## config.mk

```make
export PLATFORM = sky130hd
export DESIGN_NAME = frame_buf_arbiter
export DESIGN_NICKNAME = d
export VERILOG_FILES = /design/src/rtl/frame_buf_arbiter.sv
export SDC_FILE = /design/constraint.sdc
export NUM_CORES = 1
export LEC_CHECK = 0
export CORE_UTILIZATION = 30
export CTS_CLUSTER_DIAMETER = 120
export DETAILED_ROUTE_END_ITERATION = 6
export HOLD_SLACK_MARGIN = 0.15
export PLACE_DENSITY = 0.59
export SLEW_MARGIN = 15
export SYNTH_ARGS = -nofsm -noshare
export SYNTH_HDL_FRONTEND = slang
export SYNTH_SLANG_ARGS = --single-unit
```

## constraint.sdc

```tcl
create_clock -name clk -period 6.15 [get_ports clk]
set_input_delay 0.615 -clock clk [delete_from_list [all_inputs] [get_ports clk]]
set_output_delay 0.615 -clock clk [all_outputs]
set_load 0.01 [all_outputs]
```

## src/rtl/frame_buf_arbiter.sv

```systemverilog
// frame_buf_arbiter: round-robin SDRAM burst arbiter for a multi-buffered camera-to-LCD frame store
module frame_buf_arbiter #(
    parameter int          BURST_LEN     = 160,
    parameter int          FRAME_WORDS   = 76800,
    parameter int          NUM_BUF       = 3,
    parameter logic [21:0] BUF_STRIDE    = 22'h020000,
    parameter int          RD_FIFO_DEPTH = 512,
    parameter int          LVL_W         = 10
) (
    input  logic             clk,
    input  logic             rst_n,
    input  logic [LVL_W-1:0] wr_level,
    input  logic [LVL_W-1:0] rd_level,
    input  logic             wr_frame_start,
    input  logic             rd_frame_start,
    input  logic             freeze,
    output logic             sdram_wr_req,
    input  logic             sdram_wr_ack,
    output logic             sdram_rd_req,
    input  logic             sdram_rd_ack,
    output logic [21:0]      sys_wraddr,
    output logic [21:0]      sys_rdaddr,
    output logic [8:0]       sdwr_byte,
    output logic [8:0]       sdrd_byte,
    output logic [1:0]       wr_buf_idx,
    output logic [1:0]       rd_buf_idx,
    output logic             frame_pub,
    output logic             wr_drop
);
    typedef enum logic [2:0] {IDLE, WR_REQ, WR_BUSY, RD_REQ, RD_BUSY} state_t;
    localparam logic [21:0] FW = 22'(FRAME_WORDS);
    state_t      state_q, state_d;
    logic [21:0] wr_off_q, wr_off_d, rd_off_q, rd_off_d;
    logic [1:0]  wr_buf_q, wr_buf_d, rd_buf_q, rd_buf_d, latest_q, latest_d, nxt_buf;
    logic        rd_valid_q, rd_valid_d, wr_pend_q, wr_pend_d, rd_pend_q, rd_pend_d;
    logic        rr_rd_q, rr_rd_d, pub_q, pub_d, drop_q, drop_d;
    logic [21:0] wr_addr, rd_addr;
    logic [8:0]  wr_len, rd_len;
    logic        wr_side, rd_side, wr_start, rd_start, wr_go, rd_go;

    function automatic logic [8:0] burst_len(input logic [21:0] off, input logic [7:0] col);
        logic [21:0] rem;
        logic [8:0]  l;
        rem = FW - off;
        l = 9'(BURST_LEN);
        l = (9'd256 - {1'b0, col}) < l ? 9'd256 - {1'b0, col} : l;
        return rem < {13'd0, l} ? rem[8:0] : l;
    endfunction

    assign wr_addr  = {20'd0, wr_buf_q} * BUF_STRIDE + wr_off_q;
    assign rd_addr  = {20'd0, rd_buf_q} * BUF_STRIDE + rd_off_q;
    assign wr_len   = burst_len(wr_off_q, wr_addr[7:0]);
    assign rd_len   = burst_len(rd_off_q, rd_addr[7:0]);
    assign wr_side  = state_q inside {WR_REQ, WR_BUSY};
    assign rd_side  = state_q inside {RD_REQ, RD_BUSY};
    assign wr_start = !wr_side && (wr_frame_start || wr_pend_q);
    assign rd_start = !rd_side && (rd_frame_start || rd_pend_q);
    assign wr_go    = wr_off_q != FW && 32'(wr_len) <= 32'(wr_level) && !wr_start;
    assign rd_go    = rd_valid_q && rd_off_q != FW && 32'(rd_len) + 32'(rd_level) <= 32'(RD_FIFO_DEPTH) && !rd_start;

    always_comb begin
        state_d    = state_q;
        wr_off_d   = wr_off_q;
        rd_off_d   = rd_off_q;
        wr_buf_d   = wr_buf_q;
        rd_buf_d   = rd_buf_q;
        latest_d   = latest_q;
        rd_valid_d = rd_valid_q;
        rr_rd_d    = rr_rd_q;
        pub_d      = 1'b0;
        drop_d     = 1'b0;
        nxt_buf    = wr_buf_q;
        wr_pend_d  = wr_pend_q | (wr_side & wr_frame_start);
        rd_pend_d  = rd_pend_q | (rd_side & rd_frame_start);
        case (state_q)
            IDLE: begin
                state_d = (wr_go && (!rd_go || !rr_rd_q)) ? WR_REQ : rd_go ? RD_REQ : IDLE;
                rr_rd_d = state_d == WR_REQ ? 1'b1 : state_d == RD_REQ ? 1'b0 : rr_rd_q;
            end
            WR_REQ:  state_d = sdram_wr_ack ? WR_BUSY : WR_REQ;
            RD_REQ:  state_d = sdram_rd_ack ? RD_BUSY : RD_REQ;
            WR_BUSY: if (!sdram_wr_ack) begin
                state_d  = IDLE;
                wr_off_d = wr_off_q + 22'(wr_len);
            end
            RD_BUSY: if (!sdram_rd_ack) begin
                state_d  = IDLE;
                rd_off_d = rd_off_q + 22'(rd_len);
            end
            default: state_d = IDLE;
        endcase
        if (state_q == WR_BUSY && !sdram_wr_ack && wr_off_d == FW && !freeze) begin
            latest_d   = wr_buf_q;
            rd_valid_d = 1'b1;
            pub_d      = 1'b1;
        end
        if (rd_start) begin
            rd_pend_d = 1'b0;
            rd_buf_d  = rd_valid_d ? latest_d : rd_buf_q;
            rd_off_d  = rd_valid_d ? 22'd0 : rd_off_q;
        end
        for (int i = NUM_BUF - 1; i >= 0; i--)
            if (2'(i) != rd_buf_d && (NUM_BUF < 3 || 2'(i) != latest_d)) nxt_buf = 2'(i);
        if (wr_start) begin
            wr_pend_d = 1'b0;
            wr_off_d  = 22'd0;
            drop_d    = wr_off_q != FW && wr_off_q != 22'd0;
            wr_buf_d  = drop_d ? wr_buf_q : nxt_buf;
        end
    end

    always_ff @(posedge clk) begin
        if (!rst_n) begin
            state_q    <= IDLE;
            wr_off_q   <= 22'd0;
            rd_off_q   <= 22'd0;
            wr_buf_q   <= 2'd0;
            rd_buf_q   <= 2'd0;
            latest_q   <= 2'd0;
            rd_valid_q <= 1'b0;
            wr_pend_q  <= 1'b0;
            rd_pend_q  <= 1'b0;
            rr_rd_q    <= 1'b0;
            pub_q      <= 1'b0;
            drop_q     <= 1'b0;
        end else begin
            state_q    <= state_d;
            wr_off_q   <= wr_off_d;
            rd_off_q   <= rd_off_d;
            wr_buf_q   <= wr_buf_d;
            rd_buf_q   <= rd_buf_d;
            latest_q   <= latest_d;
            rd_valid_q <= rd_valid_d;
            wr_pend_q  <= wr_pend_d;
            rd_pend_q  <= rd_pend_d;
            rr_rd_q    <= rr_rd_d;
            pub_q      <= pub_d;
            drop_q     <= drop_d;
        end
    end

    assign sdram_wr_req = state_q == WR_REQ;
    assign sdram_rd_req = state_q == RD_REQ;
    assign sys_wraddr   = wr_addr;
    assign sys_rdaddr   = rd_addr;
    assign sdwr_byte    = wr_len;
    assign sdrd_byte    = rd_len;
    assign wr_buf_idx   = wr_buf_q;
    assign rd_buf_idx   = rd_buf_q;
    assign frame_pub    = pub_q;
    assign wr_drop      = drop_q;
endmodule
```

; Yosys cells after proc, flatten, opt, wreduce, memory -nomap -nowiden
; Cells that the tools add are included.
[word_totals]
inputBits = 27
wordCells = 119
regBits = 59
[op_classes]
bitwise_logic = 6
order_cmp = 6
n_addsub = 9
n_reduce_logical = 42
muxes = 27
n_eq_ne = 17
[op_table]
columns = operator, n
row1 = 2-to-1 mux 22 bit, 6
row2 = adder 19 x 22 -> 22 bit, 2
row3 = adder 22 x 9 -> 22 bit, 2
row4 = < comparator 22 x 9 -> 1 bit, 2
row5 = inequality test 22 x 17 -> 1 bit (second input constant), 2
row6 = subtractor 17 x 22 -> 22 bit (first input constant), 2
row7 = 2-to-1 mux 9 bit, 4
row8 = equality test 22 x 17 -> 1 bit (second input constant), 1
row9 = nonzero test 22 bit, 1
row10 = < comparator 9 x 8 -> 1 bit (second input constant), 2
row11 = 2-to-1 mux 2 bit, 9
row12 = subtractor 9 x 8 -> 9 bit (first input constant), 2
row13 = logical AND 1 bit, 15
row14 = case mux 3 bit (5 select lines), 1
row15 = nonzero test 2 bit, 6
row16 = adder 9 x 10 -> 11 bit, 1
row17 = <= comparator 11 x 10 -> 1 bit (second input constant), 1
row18 = <= comparator 9 x 10 -> 1 bit, 1
row19 = 2-to-1 mux 3 bit, 3
row20 = zero test 1 bit, 8
row21 = equality test 3 x 2 -> 1 bit (second input constant), 2
row22 = inequality test 2 bit (second input constant), 3
row23 = AND reduction 2 bit, 3
row24 = AND reduction 3 bit, 2
row25 = other kinds (15), 26

; Logic depth before layout (Yosys ltp)
[logic_depth]
ltp_word = 20
mapped_depth = 22
mapped_depth_nobuf = 20

; Least setup slack after synthesis
; Ideal clock, no wire load.
[synth_timing]
kind = register -> register
from = register wr_off_q[5]
to = register rd_buf_q[0], in the netlist rd_buf_idx[0]
required_time_ns = 6.031
stages_incl_launch_ff = 21
slack_ns = 0.775
setup_time_ns = 0.119
arrival_ns = 5.256
n_path_buf = 1
path_cell_list = dfxtp_1 > clkbuf_1 > nor4_1 > a41oi_1 > o21a_1 > or3_1 > a21oi_1 > mux2i_1 > nand4_1 > nor2b_1 > nor2_1 > ha_1 > a21oi_1 > a21o_1 > a211oi_1 > o2111ai_1 > xnor2_1 > nor4_1 > nand3_1 > mux2_2 > o221a_2
[synth_via]
elab_chain_len = 15
word_cells_on_any_way = 17
[synth_lines]
columns = item, line_no
row1 = "start, declared", 33  ; logic [21:0] wr_off_q, wr_off_d, rd_off_q, rd_off_d;
row2 = "start signal, assigned", 128  ; wr_off_q <= wr_off_d;
row3 = adder 19 x 22 -> 22 bit, 50  ; assign wr_addr = {20'd0, wr_buf_q} * BUF_STRIDE + wr_off_q;
row4 = subtractor 9 x 8 -> 9 bit, 46  ; l = (9'd256 - {1'b0, col}) < l ? 9'd256 - {1'b0, col} : l;
row5 = < comparator 9 x 8 -> 1 bit, 46
row6 = 2-to-1 mux 9 bit, 46
row7 = < comparator 22 x 9 -> 1 bit, 47  ; return rem < {13'd0, l} ? rem[8:0] : l;
row8 = 2-to-1 mux 9 bit (*), 47
row9 = via sdwr_byte[2], 23  ; output logic [8:0] sdwr_byte,
row10 = adder 22 x 9 -> 22 bit (*), 84  ; wr_off_d = wr_off_q + 22'(wr_len);
row11 = 2-to-1 mux 22 bit (*), 82  ; WR_BUSY: if (!sdram_wr_ack) begin
row12 = 2-to-1 mux 22 bit (*), 75  ; case (state_q)
row13 = equality test 22 x 17 -> 1 bit (*), 92  ; if (state_q == WR_BUSY && !sdram_wr_ack && wr_off_d == FW && !freeze) begin
row14 = logical AND 1 bit (*) (2 in series), 92
row15 = 2-to-1 mux 2 bit or 2-to-1 mux 1 bit (tied branches), 92
row16 = 2-to-1 mux 2 bit (*), 99  ; rd_buf_d = rd_valid_d ? latest_d : rd_buf_q;
row17 = 2-to-1 mux 2 bit (*), 97  ; if (rd_start) begin
row18 = "end signal, assigned", 131  ; rd_buf_q <= rd_buf_d;
row19 = "end, declared", 34  ; logic [1:0] wr_buf_q, wr_buf_d, rd_buf_q, rd_buf_d, latest_q, latest_d, nxt_buf;
; The timed path passes the listed nets; every way through them passes the cells marked *.
; A chain may end at the register's enable or synchronous reset.

; Worst setup path in the final report
[layout_timing]
from = register wr_off_q[2]
to = register rd_off_q[9]
[layout_via]
elab_chain_len = 15
word_cells_on_any_way = 16
[layout_lines]
columns = item, line_no
row1 = adder 19 x 22 -> 22 bit, 50
row2 = subtractor 9 x 8 -> 9 bit, 46
row3 = < comparator 9 x 8 -> 1 bit, 46
row4 = 2-to-1 mux 9 bit, 46
row5 = < comparator 22 x 9 -> 1 bit, 47
row6 = 2-to-1 mux 9 bit, 47
row7 = adder 22 x 9 -> 22 bit, 84
row8 = 2-to-1 mux 22 bit, 82
row9 = 2-to-1 mux 22 bit (*), 75
row10 = equality test 22 x 17 -> 1 bit (*), 92
row11 = logical AND 1 bit (*) (2 in series), 92
row12 = 2-to-1 mux 1 bit (*), 92
row13 = inequality test 2 bit (no source line) (*), -
row14 = AND reduction 3 bit (no source line) (*), -
row15 = "end signal, assigned", 129  ; rd_off_q <= rd_off_d;
row16 = "end, declared", 33
; Every way passes the cells marked *; elsewhere a longest branch is shown, timed or not.

==> results.yml <==
clocking:
  cts.sink_count: 59
  cts_root_buf: "clkbuf_16"
  clk_path_buf_depth: 2
  cts_made_buffers: 9
  cts.clk_slew.worst_paths_ps: 50
  hold_buffers: 0
  cts_tree: "done"
  htree_num_levels: 3
  worstSkewPairLatency_ps: 340
placed_design:
  dp_worst_setup_slack_ps: 479.0
  gp_congestion: 0.8469
  portBuffers: 94
  place_area_um2: 6616
  dp.cells: 1026
  hpwlAfterDp_mm: 12.53
die:
  dieHeight_um: 139.1
  ioPinCount: 97
  die_w_um: 139.1
  start_util: 0.3098
  core-area_um2: 18210
  rows: 49
  dieArea_um2: 19350
cells_and_area:
  stdcell_area_um2: 6925
  post-route-util: 0.3803
  drive_above_1_share: 0.06150
  finalNetCount: 887
  syn2layout_area_growth_pct: 22.78
  fin_cells: 1043
  fillCellCount: 1884
timing:
  setup_tns_ps: 0
  period_needed_ps: 5596
  rsz0062_at_grt: "false"
  hold_ws_ps: 500.9
  fmax_ghz: 0.1787
  layout_setup_ws_ps: 553.7
  slew_headroom: 0.4705
  finalCritPeriodShare: 0.9100
  skew_ps: 4.365
  finalHoldViolations: 0
  max_slew.worst_pin.slew_ps: 792.6
  slew_viol_final: 0
  setup_viol: 0
routing:
  routedWlPerCell_um: 15.17
  drt_pass1_iterations: 7
  dr.first_iter.drc_count: 257
  vias_per_cell: 5.208
  vias: 5432
  drcViolationCount: 12
  ant_nets: 0
  wl_mm: 15.82
critical_path:
  cp.arrival_ps: 5830
  reg2reg_to: "rd_off_q[9]$_SDFFE_PN0P_"
  path_max_fanout: 12
  end_kind: "register"
  required_ps: 6380
  rrSetupSlack_ps: 550
  worst-path-buf-inv: 2
  cpMaxStageDelayCell: "nor4_1"
  cpPeakStageDelay_ps: 470
  path_cells: "nor4_1 -> buf_4 -> a41oi_1 -> o21a_1 -> or3_1 -> a21oi_1 -> mux2i_1 -> nand4_1 -> nor2b_1 -> nand2b_1 -> ha_1 -> a21o_1 -> a221oi_1 -> nand2_1 -> a211oi_1 -> nor3b_1 -> nor4_1 -> a21oi_1 -> o21ai_1 -> buf_4 -> nor2_1"
  critPathTopFamily: "simple AND/OR/NAND/NOR gates"
  worstSetupPathType: "reg2reg"
  start_kind: "register"
  ff2ff_path_depth: 21
  reg2reg_from: "wr_off_q[2]$_SDFF_PP0_"
global_routing:
  grt.overflow.total: 0
  globalRouteTotalUtil: 0.1702
  grt_max_degree: 23
  grt_pass1_vias: 5225
  grt_pass1_wl_mm: 26.52
  grt_antenna_before_repair: 1
synthesis:
  ys_types: 69
  yosysSeqAreaShare: 0.2094
  mappedNetlistArea_um2: 5640
  async_flop_share: 0
  syn_avg_cell_area_um2: 7.521
  yosysWarningCount: 0
  synth_edf_count: 0
  synth_seq_cells: 59
  syn_inst: 750
  synth_flop_cell: "dfxtp_1"
min_path:
  min_to: "rd_pend_q$_SDFF_PP0_"
  worst_hold_path.num_cells: 1
  hp-class: "reg2reg"
  min_from: "rd_pend_q$_SDFF_PP0_"
job:
  cap_violations: 0
power:
  power_mw: 1.040
  p_leak_nw: 2.776
  ir_drop_uv: 139.5
  power.density_nw_per_um2: 150.2
run_status:
  outcome: "finished with violations"
  violations: "DRC"
flip-flops by register name, indices dropped and copies added, names as in the netlist:
| register | cells |
|---|---|
| wr_buf_idx | 2 |
| state_q | 3 |
| wr_off_q | 22 |
| frame_pub | 1 |
| rd_off_q | 22 |
| wr_drop | 1 |
| rd_pend_q | 1 |
| rr_rd_q | 1 |
| rd_valid_q | 1 |
| rd_buf_idx | 2 |
| wr_pend_q | 1 |
| latest_q | 2 |
synthesized netlist by cell type, types with 6 or more instances:
cell type / count / share of area
nand2_1: 75 / 0.050
nor2_1: 66 / 0.044
a21oi_1: 60 / 0.053
dfxtp_1: 59 / 0.21
ha_1: 47 / 0.10
inv_1: 41 / 0.027
buf_4: 36 / 0.048
xnor2_1: 32 / 0.050
nor3_1: 27 / 0.024
clkbuf_1: 26 / 0.017
nand3_1: 26 / 0.023
o21ai_0: 22 / 0.020
xor2_1: 22 / 0.034
a21o_1: 13 / 0.017
mux2i_1: 11 / 0.020
nor4_1: 11 / 0.012
and2_1: 9 / 0.010
nand2b_1: 9 / 0.010
nor2b_1: 9 / 0.010
o211ai_1: 9 / 0.012
or3_1: 9 / 0.010
and3_1: 8 / 0.0089
a211oi_1: 7 / 0.0093
or4_1: 7 / 0.0093
a31oi_1: 6 / 0.0067
nand4_1: 6 / 0.0067
o21a_1: 6 / 0.0080
cells by family (layout without fill, tap and decap cells):
family / Yosys count / after routing / synth area share
compound gates: 171 / 171 / 0.2001
xor+xnor: 54 / 54 / 0.08385
fa+ha+maj: 52 / 52 / 0.1220
buf+inv: 109 / 167 / 0.09760
flops: 59 / 59 / 0.2094
mux: 16 / 16 / 0.02950
other cells: 1 / 7 / 0.0006648
simple gates: 288 / 288 / 0.2569
timing repair:
item,CTS,global route
buffers inserted,0,0
endpoints found under the setup margin,0,20
resized for setup,0,2
layout by cell type (no fill, tap or decap), drive strengths merged, types with 11 or more instances in the layout:
cell type,count
clkdlybuf4s50,94
a21oi,60
xnor2,32
ha,47
dfxtp,59
a21o,13
xor2,22
inv,41
clkbuf,11
buf,16
nor4,12
mux2i,11
nor2,66
nand3,26
nand2,75
o21ai,24
nor3,28
final cells by class:
cell class | count | area, µm² | area share
Multi-Input combinational cell | 587 | 3945 | 0.5696
Sequential cell | 59 | 1181 | 0.1706
Timing Repair Buffer | 110 | 1061 | 0.1532
Tap cell | 229 | 286.5 | 0.04137
Clock buffer | 11 | 242.7 | 0.03505
Inverter | 41 | 153.9 | 0.02222
Clock inverter | 5 | 52.55 | 0.007588
Antenna cell | 1 | 2.502 | 0.0003613
layer usage:
| layer | wire (µm) | part of all wire | track usage |
|---|---|---|---|
| met5 | 0 | 0 | 0 |
| met4 | 272 | 0.017 | 0.05322 |
| met3 | 895 | 0.057 | 0.04489 |
| met2 | 7398 | 0.47 | 0.2868 |
| met1 | 7257 | 0.46 | 0.2108 |
worst max-delay path by stage:
stage,to,slack (ps),cells past startpoint,startpoint
after floorplan,rd_buf_idx[0]$_SDFF_PN0_,780,20,wr_off_q[5]$_SDFF_PP0_
after global placement,rd_off_q[20]$_SDFFE_PN0P_,520,19,wr_off_q[7]$_SDFF_PP0_
after detailed placement,rd_off_q[20]$_SDFFE_PN0P_,480,20,wr_off_q[7]$_SDFF_PP0_
after CTS,rd_off_q[20]$_SDFFE_PN0P_,460,20,wr_off_q[7]$_SDFF_PP0_
after global routing,rd_off_q[13]$_SDFFE_PN0P_,20,21,wr_off_q[2]$_SDFF_PP0_
final,rd_off_q[9]$_SDFFE_PN0P_,550,21,wr_off_q[2]$_SDFF_PP0_
power by group:
part | internal [mW] | switching (mW) | total, mW | leakage (nW)
clock network | 0.322 | 0.185 | 0.507 | 0.145
logic | 0.0620 | 0.0738 | 0.136 | 2.15
registers | 0.388 | 0.00914 | 0.398 | 0.476
No activity file was read; power rests on OpenSTA's default activity.
